[config.mk]
export PLATFORM = sky130hd
export DESIGN_NAME = lsu_mem_ctrl
export DESIGN_NICKNAME = d
export VERILOG_FILES = /design/src/rtl/lsu_mem_ctrl.sv
export SDC_FILE = /design/constraint.sdc
export NUM_CORES = 1
export LEC_CHECK = 0
export CAP_MARGIN = 40
export CORE_MARGIN = 5
export CORE_UTILIZATION = 46
export DETAILED_ROUTE_END_ITERATION = 16
export GPL_ROUTABILITY_DRIVEN = 0
export HOLD_SLACK_MARGIN = 0.06
export PLACE_DENSITY_LB_ADDON = 0.2
export RECOVER_POWER = 100
export SYNTH_ARGS = -nofsm -noshare
export SYNTH_HDL_FRONTEND = slang
export SYNTH_SLANG_ARGS = --single-unit
export TNS_END_PERCENT = 30
[constraint.sdc]
create_clock -name clk -period 2.8 [get_ports clk]
set_input_delay 0.56 -clock clk [delete_from_list [all_inputs] [get_ports clk]]
set_output_delay 0.56 -clock clk [all_outputs]
set_load 0.005 [all_outputs]
[src/rtl/lsu_mem_ctrl.sv]
// -----------------------------------------------------------------------------
// riscv_pkg / lsu_mem_ctrl
//
// Load/store unit back end. One decoded memory operation is accepted from the
// execute stage, turned into a single doubleword-aligned data-memory access,
// and the aligned, extended load data (or a store completion) is handed to
// writeback. Blocking: one operation in flight at a time.
//
// Ports
//   clk, rst_n                  clock (rising edge), async active-low reset
//   req_valid/req_ready         execute -> LSU handshake
//   req_op, req_addr,
//   req_wdata, req_rd           decoded operation, byte address, store data, rd tag
//   resp_valid/resp_ready       LSU -> writeback handshake
//   resp_rdata, resp_rd,
//   resp_err                    extended load data, echoed rd, error flag
//   mem_req_valid/mem_req_ready LSU -> data-memory request handshake
//   mem_we, mem_addr,
//   mem_wdata, mem_wstrb        write flag, doubleword address, lane data, strobes
//   mem_rsp_valid, mem_rdata    single-cycle read data / write acknowledge
// -----------------------------------------------------------------------------

package riscv_pkg;

    localparam int XLEN = 64;

    // Encodings 12..15 are unused and treated as illegal by the LSU.
    typedef enum logic [3:0] {
        LSU_NONE = 4'd0,
        LSU_LB   = 4'd1,
        LSU_LH   = 4'd2,
        LSU_LW   = 4'd3,
        LSU_LD   = 4'd4,
        LSU_LBU  = 4'd5,
        LSU_LHU  = 4'd6,
        LSU_LWU  = 4'd7,
        LSU_SB   = 4'd8,
        LSU_SH   = 4'd9,
        LSU_SW   = 4'd10,
        LSU_SD   = 4'd11
    } lsu_op_t;

endpackage

module lsu_mem_ctrl
    import riscv_pkg::*;
#(
    parameter int ADDR_W = 64
) (
    input  logic              clk,
    input  logic              rst_n,

    input  logic              req_valid,
    output logic              req_ready,
    input  logic [3:0]        req_op,
    input  logic [ADDR_W-1:0] req_addr,
    input  logic [XLEN-1:0]   req_wdata,
    input  logic [4:0]        req_rd,

    output logic              resp_valid,
    input  logic              resp_ready,
    output logic [XLEN-1:0]   resp_rdata,
    output logic [4:0]        resp_rd,
    output logic              resp_err,

    output logic              mem_req_valid,
    input  logic              mem_req_ready,
    output logic              mem_we,
    output logic [ADDR_W-1:0] mem_addr,
    output logic [XLEN-1:0]   mem_wdata,
    output logic [7:0]        mem_wstrb,
    input  logic              mem_rsp_valid,
    input  logic [XLEN-1:0]   mem_rdata
);

    typedef enum logic [1:0] {
        IDLE  = 2'd0,
        MREQ  = 2'd1,
        MWAIT = 2'd2,
        RESP  = 2'd3
    } state_t;

    state_t state_reg;
    state_t state_next;

    // ------------------------------------------------------------------
    // Decode of the operation currently presented by the execute stage
    // ------------------------------------------------------------------
    logic [1:0] size_log2;     // 0 = byte, 1 = half, 2 = word, 3 = double
    logic       is_load;
    logic       is_store;
    logic       illegal;
    logic       misaligned;
    logic       needs_bus;
    logic       accept;

    always_comb begin
        size_log2 = 2'd0;
        is_load   = 1'b0;
        is_store  = 1'b0;
        case (req_op)
            LSU_LB, LSU_LBU: begin size_log2 = 2'd0; is_load  = 1'b1; end
            LSU_LH, LSU_LHU: begin size_log2 = 2'd1; is_load  = 1'b1; end
            LSU_LW, LSU_LWU: begin size_log2 = 2'd2; is_load  = 1'b1; end
            LSU_LD:          begin size_log2 = 2'd3; is_load  = 1'b1; end
            LSU_SB:          begin size_log2 = 2'd0; is_store = 1'b1; end
            LSU_SH:          begin size_log2 = 2'd1; is_store = 1'b1; end
            LSU_SW:          begin size_log2 = 2'd2; is_store = 1'b1; end
            LSU_SD:          begin size_log2 = 2'd3; is_store = 1'b1; end
            default: ;
        endcase
    end

    assign illegal = (req_op >= 4'd12);

    // Byte accesses are never misaligned; wider ones need their low address
    // bits clear. Illegal ops and LSU_NONE decode as size 0, hence never flag.
    always_comb begin
        misaligned = 1'b0;
        case (size_log2)
            2'd1:    misaligned = req_addr[0];
            2'd2:    misaligned = |req_addr[1:0];
            2'd3:    misaligned = |req_addr[2:0];
            default: misaligned = 1'b0;
        endcase
    end

    assign needs_bus = (is_load || is_store) && !misaligned;
    assign accept    = (state_reg == IDLE) && req_valid;

    // ------------------------------------------------------------------
    // Store lane replication and byte strobes, one generate lane per byte.
    // Each lane picks the source byte at (lane mod access size), so the
    // store data appears in every naturally aligned slot of the doubleword
    // and the strobes select the one slot actually written.
    // ------------------------------------------------------------------
    logic [XLEN-1:0] st_wdata;
    logic [7:0]      st_wstrb;
    logic [3:0]      st_span;     // access size in bytes
    logic [3:0]      st_off;      // byte offset within the doubleword

    assign st_span = 4'd1 << size_log2;
    assign st_off  = {1'b0, req_addr[2:0]};

    genvar gi;
    generate
        for (gi = 0; gi < 8; gi++) begin : g_lane
            assign st_wdata[gi*8 +: 8] =
                (size_log2 == 2'd0) ? req_wdata[7:0] :
                (size_log2 == 2'd1) ? req_wdata[(gi % 2)*8 +: 8] :
                (size_log2 == 2'd2) ? req_wdata[(gi % 4)*8 +: 8] :
                                      req_wdata[gi*8 +: 8];

            assign st_wstrb[gi] = is_store
                                  && (4'(gi) >= st_off)
                                  && (4'(gi) <  (st_off + st_span));
        end
    endgenerate

    // ------------------------------------------------------------------
    // Held operation context and bus / response registers
    // ------------------------------------------------------------------
    logic [3:0]        op_reg;
    logic [2:0]        off_reg;
    logic              mem_we_reg;
    logic [ADDR_W-1:0] mem_addr_reg;
    logic [XLEN-1:0]   mem_wdata_reg;
    logic [7:0]        mem_wstrb_reg;
    logic [XLEN-1:0]   resp_rdata_reg;
    logic [4:0]        resp_rd_reg;
    logic              resp_err_reg;

    // ------------------------------------------------------------------
    // Load data alignment and extension
    // ------------------------------------------------------------------
    logic [XLEN-1:0] ld_shifted;
    logic [XLEN-1:0] ld_result;

    assign ld_shifted = mem_rdata >> {off_reg, 3'b000};

    // Stores fall through to the default and complete with zero data.
    always_comb begin
        ld_result = '0;
        case (op_reg)
            LSU_LB:  ld_result = {{(XLEN-8){ld_shifted[7]}},   ld_shifted[7:0]};
            LSU_LH:  ld_result = {{(XLEN-16){ld_shifted[15]}}, ld_shifted[15:0]};
            LSU_LW:  ld_result = {{(XLEN-32){ld_shifted[31]}}, ld_shifted[31:0]};
            LSU_LD:  ld_result = ld_shifted;
            LSU_LBU: ld_result = {{(XLEN-8){1'b0}},  ld_shifted[7:0]};
            LSU_LHU: ld_result = {{(XLEN-16){1'b0}}, ld_shifted[15:0]};
            LSU_LWU: ld_result = {{(XLEN-32){1'b0}}, ld_shifted[31:0]};
            default: ld_result = '0;
        endcase
    end

    // ------------------------------------------------------------------
    // FSM
    // ------------------------------------------------------------------
    always_ff @(posedge clk or negedge rst_n) begin
        if (!rst_n) begin
            state_reg <= IDLE;
        end else begin
            state_reg <= state_next;
        end
    end

    // Handshake outputs come straight from the state so they are glitch-free
    // registered decodes; there is no bypass from RESP back to a new accept.
    always_comb begin
        state_next    = state_reg;
        req_ready     = 1'b0;
        mem_req_valid = 1'b0;
        resp_valid    = 1'b0;
        case (state_reg)
            IDLE: begin
                req_ready = 1'b1;
                if (req_valid) begin
                    state_next = needs_bus ? MREQ : RESP;
                end
            end
            MREQ: begin
                mem_req_valid = 1'b1;
                if (mem_req_ready) begin
                    state_next = MWAIT;
                end
            end
            MWAIT: begin
                if (mem_rsp_valid) begin
                    state_next = RESP;
                end
            end
            RESP: begin
                resp_valid = 1'b1;
                if (resp_ready) begin
                    state_next = IDLE;
                end
            end
            default: state_next = IDLE;
        endcase
    end

    // ------------------------------------------------------------------
    // Datapath registers. Request fields are captured once at accept and
    // stay untouched through MREQ, so they are stable while the bus stalls.
    // Response fields are written at accept (no-bus paths) or when the
    // memory answers, and then held through RESP.
    // ------------------------------------------------------------------
    always_ff @(posedge clk or negedge rst_n) begin
        if (!rst_n) begin
            op_reg         <= 4'd0;
            off_reg        <= 3'd0;
            mem_we_reg     <= 1'b0;
            mem_addr_reg   <= '0;
            mem_wdata_reg  <= '0;
            mem_wstrb_reg  <= 8'd0;
            resp_rdata_reg <= '0;
            resp_rd_reg    <= 5'd0;
            resp_err_reg   <= 1'b0;
        end else begin
            if (accept) begin
                op_reg         <= req_op;
                off_reg        <= req_addr[2:0];
                resp_rd_reg    <= req_rd;
                resp_rdata_reg <= '0;
                resp_err_reg   <= illegal || misaligned;
                if (needs_bus) begin
                    mem_addr_reg  <= {req_addr[ADDR_W-1:3], 3'b000};
                    mem_we_reg    <= is_store;
                    mem_wdata_reg <= is_store ? st_wdata : '0;
                    mem_wstrb_reg <= st_wstrb;
                end
            end
            if ((state_reg == MWAIT) && mem_rsp_valid) begin
                resp_rdata_reg <= ld_result;
                resp_err_reg   <= 1'b0;
            end
        end
    end

    assign mem_we     = mem_we_reg;
    assign mem_addr   = mem_addr_reg;
    assign mem_wdata  = mem_wdata_reg;
    assign mem_wstrb  = mem_wstrb_reg;
    assign resp_rdata = resp_rdata_reg;
    assign resp_rd    = resp_rd_reg;
    assign resp_err   = resp_err_reg;

endmodule

==> Word level (Yosys, flattened, before mapping) <==
Index checks and enable logic that the tools add are counted.
{ "op_classes": {"n_addsub": 1, "multipliers": 0, "div_mod_pow": 0, "n_lt_le_gt_ge": 17, "eq_ne": 28, "n_shift": 2, "mux": 36, "bitwise_logic": 0, "reduce_logical": 34} }
{ "op_table": {"columns": ["op", "count"], "rows": [
  ["case mux 64 bit (7 select lines)", 1],
  ["2-to-1 mux 64 bit", 3],
  ["2-to-1 mux 8 bit", 17],
  ["right shift 64 x 6 -> 64 bit", 1],
  ["equality test 4 x 3 -> 1 bit (second input constant)", 8],
  ["logical AND 1 bit", 19],
  ["equality test 4 x 2 -> 1 bit (second input constant)", 4],
  ["equality test 4 bit (second input constant)", 4],
  ["less-than comparator 3 x 4 -> 1 bit (first input constant)", 4],
  [">= comparator 3 bit (first input constant)", 4],
  ["2-to-1 mux 2 bit", 5],
  ["OR reduction 3 bit", 3],
  ["equality test 2 bit (second input constant)", 4],
  ["equality test 4 x 1 -> 1 bit (second input constant)", 2],
  ["less-than comparator 1 x 4 -> 1 bit (first input constant)", 2],
  ["less-than comparator 2 x 4 -> 1 bit (first input constant)", 2],
  ["!= test 2 bit (second input constant)", 4],
  ["case mux 2 bit (4 select lines)", 1],
  ["2-to-1 mux 1 bit", 7],
  ["OR reduction 7 bit", 1],
  [">= comparator 1 x 3 -> 1 bit (first input constant)", 2],
  [">= comparator 2 x 3 -> 1 bit (first input constant)", 2],
  ["case mux 2 bit (3 select lines)", 1],
  ["adder 3 x 4 -> 4 bit", 1],
  ["12 further kinds", 16]
]} }
{ "totals": {"register_bits": 213, "latch_bits": 0, "ramBits": 0, "rom_bits": 0, "inputBits": 207, "output_inout_bits": 210, "n_memories": 0} }

==> Longest topological paths before layout <==
{ "depth": {"ltp_word": 10, "ltp_mapped": 11, "depth_no_buf": 9} }

==> Worst setup path before layout <==
Ideal clock, no wire load.
{ "synth_path": {"path_type": "input to register", "startpoint": "in req_op[0]", "endpoint": "reg mem_wstrb_reg[5] (netlist: mem_wstrb[5])", "arrival_ns": 3.067, "slack_ns": -0.331, "path_stages": 11, "path_cell_list": "buf_4 > mux2_2 > o21ai_2 > buf_2 > ha_1 > inv_1 > fa_1 > xor2_1 > or2_2 > a221oi_1 > mux2_2"} }
{ "synth_via": {"elab_chain_len": 8, "word_cells_on_any_way": 32, "classes_between": "1 x add/sub; 1 x order compare; 14 x eq/ne; 1 x shift; 4 x mux; 11 x reduce/logical"} }
{ "synth_lines": {"columns": ["item", "line", "text"], "rows": [
  ["from (decl)", "55", "input logic [3:0] req_op,"],
  ["branches (longest 8 deep; another with adder 3 x 4 -> 4 bit)", null, null],
  ["to (signal assigned)", "270", "mem_wstrb_reg <= st_wstrb;"],
  ["to (decl)", "168", "logic [7:0] mem_wstrb_reg;"]
]} }
Several ways; the timed one is not identified.
A chain may end at the register's enable or synchronous reset.

==> Final worst setup path <==
{ "layout_path": {"startpoint": "in req_op[0]", "endpoint": "reg mem_addr_reg[34] (netlist: mem_addr[34])"} }
{ "layout_via": {"elab_chain_len": 8, "word_cells_on_any_way": 27, "classes_between": "14 x eq/ne; 4 x mux; 9 x reduce/logical"} }
{ "layout_lines": {"columns": ["item", "line", "text"], "rows": [
  ["equality test 4 bit, or another cell as far along", "101", "case (req_op)"],
  ["OR reduction 3 bit (no source line) or OR reduction 2 bit (tied branches)", null, null],
  ["case mux 2 bit (3 select lines)", "101", null],
  ["equality test 2 bit or equality test 2 x 1 -> 1 bit (tied branches)", "120", "case (size_log2)"],
  ["case mux 1 bit (3 select lines)", "120", null],
  ["zero test 1 bit", "128", "assign needs_bus = (is_load || is_store) && !misaligned;"],
  ["logical AND 1 bit (*)", "128", null],
  ["AND reduction 2 bit (no source line) (*)", null, null],
  ["to (signal assigned)", "267", "mem_addr_reg <= {req_addr[ADDR_W-1:3], 3'b000};"],
  ["to (decl)", "166", "logic [ADDR_W-1:0] mem_addr_reg;"]
]} }
Mark *: on every way between the ends. The rest lies on a longest branch, timed or not.

==> results.tsv <==
metric	value	unit
run status	completed	
reg-to-reg slack, setup	0.14	ns
CP Max Fanout	20	
RSZ-0062 raised after global routing	no	
relative slew slack	0.0254	
area share of the largest cell type after synthesis	0.458	
pwr/cell area	930	nW/µm²
floorplan core area	25000	µm²
Netlist cell types	74	
critical path type	input pin to flip-flop	
critical path endpoint category	flip-flop	
worst reg2reg endpoint	resp_rdata[57]$_DFFE_PN0P_	
CTS Buffer Depth	3	
DR iter-0 viols	866	
Std-Cell Rows	58	
Mapped Cells	1089	
pre-CTS setup slack	-0.385	ns
Resize count post-CTS	0	
Die Wd	169	µm
# diodes	0	
die height	169	µm
Worst R2R Path Depth	6	
Via density	5.93	
ratio of cells with drive above 1 in the final layout	0.147	
largest cells by area after synthesis	dfrtp_1, mux2_4, mux2i_1	
DR WL/cell	22.5	µm
final setup fails	0	
Congestion Overflow GR	0	
GRT Total Usage	0.277	
CTS tree	built	
Die Area	28600	µm²
hold worst-path end	resp_rdata[51]$_DFFE_PN0P_	
Worst Max-Slew Pin Slew	1.46	ns
clock slew at reported path FFs	0.06	ns
Clock Sinks	213	
Async SR Flop Fraction	1.00	
Final period util	0.964	
final hold violations	0	
DRC viols	0	
Final Slew Violations	0	
Post-Syn Area	11600	µm²
vias in the first global route	10900	
Max VDD drop	0.000605	V
Data arrival, critical path	3.08	ns
final clock skew	0.0135	ns
Max-cap violations	0	
Synth area leader	dfrtp_1	
largest net degree at the start of global routing	81	
Vias	11000	
WHS Path Cells	2	
Top Ports	417	
Setup TNS Final	0	ns
H-tree levels	1	
IO Port Bufs	413	
final net count	1725	
clock latency on the worst-skew pair	0.51	ns
Detail Route Antenna Nets	0	
TritonRoute pass-1 iters	5	
Root Buffer	clkbuf_16	
sequential fraction of the synthesis area	0.458	
Main synth FF type	dfrtp_1	
synth warn	0	
postcts setup bufs	0	
critical path launch point type	input pin	
hold_sp	resp_rdata[51]$_DFFE_PN0P_	
fmax	371	MHz
initial antenna violation count	0	
R2R Path Start	off_reg[0]$_DFFE_PN0P_	
final WL	41800	µm
first-pass GRT wire length	63400	µm
Post-synth EDFFs	0	
CTS Buf Count	24	
WP data required	3.19	ns
crit path time final	2.70	ns
Initial Util	0.465	
area growth from synthesis to final layout	48.0	%
LEAKAGE	0.00771	µW
Post-DP HPWL	31000	µm
synthesized flop and latch total	213	
syn_area_per_cell	10.7	µm²
Tightest Hold Check Type	flip-flop to flip-flop	
final setup margin	0.101	ns
==> Yosys cell counts (4+ instances only) <==
| library cell | n |
|---|---|
| ha_1 | 7 |
| buf_2 | 30 |
| o21ai_0 | 91 |
| clkbuf_1 | 45 |
| nor4_1 | 8 |
| mux2i_1 | 68 |
| o31ai_1 | 33 |
| nor2_1 | 28 |
| nand2b_1 | 8 |
| nor2b_1 | 10 |
| a31oi_1 | 30 |
| mux2_4 | 50 |
| nor3_1 | 6 |
| o2bb2ai_1 | 25 |
| buf_4 | 8 |
| a22o_1 | 33 |
| o22ai_1 | 15 |
| a221oi_1 | 10 |
| buf_1 | 10 |
| o211ai_1 | 6 |
| a211oi_1 | 20 |
| a21oi_1 | 58 |
| a221o_1 | 16 |
| mux2_2 | 48 |
| nand2_1 | 101 |
| a21o_1 | 4 |
| a2111oi_0 | 8 |
| nand3_1 | 9 |
| buf_6 | 8 |
| o211a_1 | 5 |
| dfrtp_1 | 213 |
| inv_1 | 17 |
==> placed cells by master (no fill, tap or decap), types with 20 or more instances in the layout <==
cell type and n:
nand2_1 101, mux2_2 46, clkdlybuf4s50_1 205, nor2_1 28, a211oi_1 20, clkbuf_16 25, a22o_1 33, a21oi_1 57
mux2_1 22, a31oi_1 30, mux2i_1 68, dfrtp_1 211, o2bb2ai_1 25, o21ai_0 94, o31ai_1 33, dlygate4sd3_1 208
buf_4 57, mux2_4 30
==> stage by stage <==
stage / hold WS (ns) / area (µm²) / util / total power (µW) / cells
4_1_cts: 0.483 / 17400 / 0.696 / 16800 / 1856
5_1_grt: 0.496 / 17200 / 0.688 / 16900 / 1856
3_3_place_gp: 0.460 / 16600 / 0.663 / 13200 / 1813
2_1_floorplan: 0.264 / 11700 / - / 8970 / 1091
3_5_place_dp: 0.470 / 16600 / 0.663 / 13400 / 1813
6_report: 0.470 / 17200 / 0.688 / 16000 / 1856
==> routing by layer <==
layer / share of wire / vias to the layer above / global-route usage
li1: - / 4934 / -
met1: 0.38 / 5369 / 0.353
met2: 0.49 / 594 / 0.477
met3: 0.088 / 100 / 0.0586
met4: 0.033 / 0 / 0.0830
met5: 0 / - / 0
==> cell families (layout without fill, tap and decap cells) <==
kind of cell | count (synthesis) | in the layout | synth area share
fa+ha+maj | 8 | 8 | 0.00925
other cells | 1 | 3 | 0.000322
flops | 213 | 213 | 0.458
simple gates | 197 | 197 | 0.0815
xor+xnor | 2 | 2 | 0.00151
buf+inv | 120 | 555 | 0.0497
mux | 169 | 169 | 0.175
compound gates | 379 | 379 | 0.224
==> worst max-delay path, stage by stage <==
cell             delay (ns)
clkdlybuf4s50_1        0.50
buf_4                  0.29
nor3b_2                0.09
buf_4                  0.18
o211ai_1               0.24
o2111ai_1              0.31
nor2_4                 0.21
buf_12                 0.16
clkbuf_4               0.23
mux2_4                 0.32
==> layout make-up <==
class | count | area, µm²
Tap cell | 330 | 413
Fill cell | 1966 | 7820
Inverter | 19 | 71.3
Clock buffer | 35 | 713
Multi-Input combinational cell | 758 | 5720
Timing Repair Buffer | 494 | 4860
Sequential cell | 213 | 5330
Clock inverter | 7 | 110
==> how the worst max path moves through the flow <==
stage	to	slack [ns]	from
6_report	mem_addr[34]$_DFFE_PN0P_	0.10	req_op[0]
4_1_cts	mem_wstrb[1]$_DFFE_PN0P_	0.15	req_op[0]
3_5_place_dp	mem_wstrb[1]$_DFFE_PN0P_	-0.38	req_op[0]
2_1_floorplan	mem_wstrb[5]$_DFFE_PN0P_	-0.01	req_op[0]
5_1_grt	mem_addr[34]$_DFFE_PN0P_	0.008	req_op[0]
3_3_place_gp	mem_wstrb[1]$_DFFE_PN0P_	-0.29	req_op[0]
==> power breakdown <==
part | switching [µW] | internal [µW]
Clock | 1270 | 2030
Sequential | 865 | 4350
Combinational | 3540 | 3950
Total | 5670 | 10300
==> repair_timing <==
action | in CTS | in global routing
endpoints found under the setup margin | 0 | 0
endpoints found under the hold margin | 56 | 0
hold buffers | 1 | 0
(Power assumes the default switching activity.)
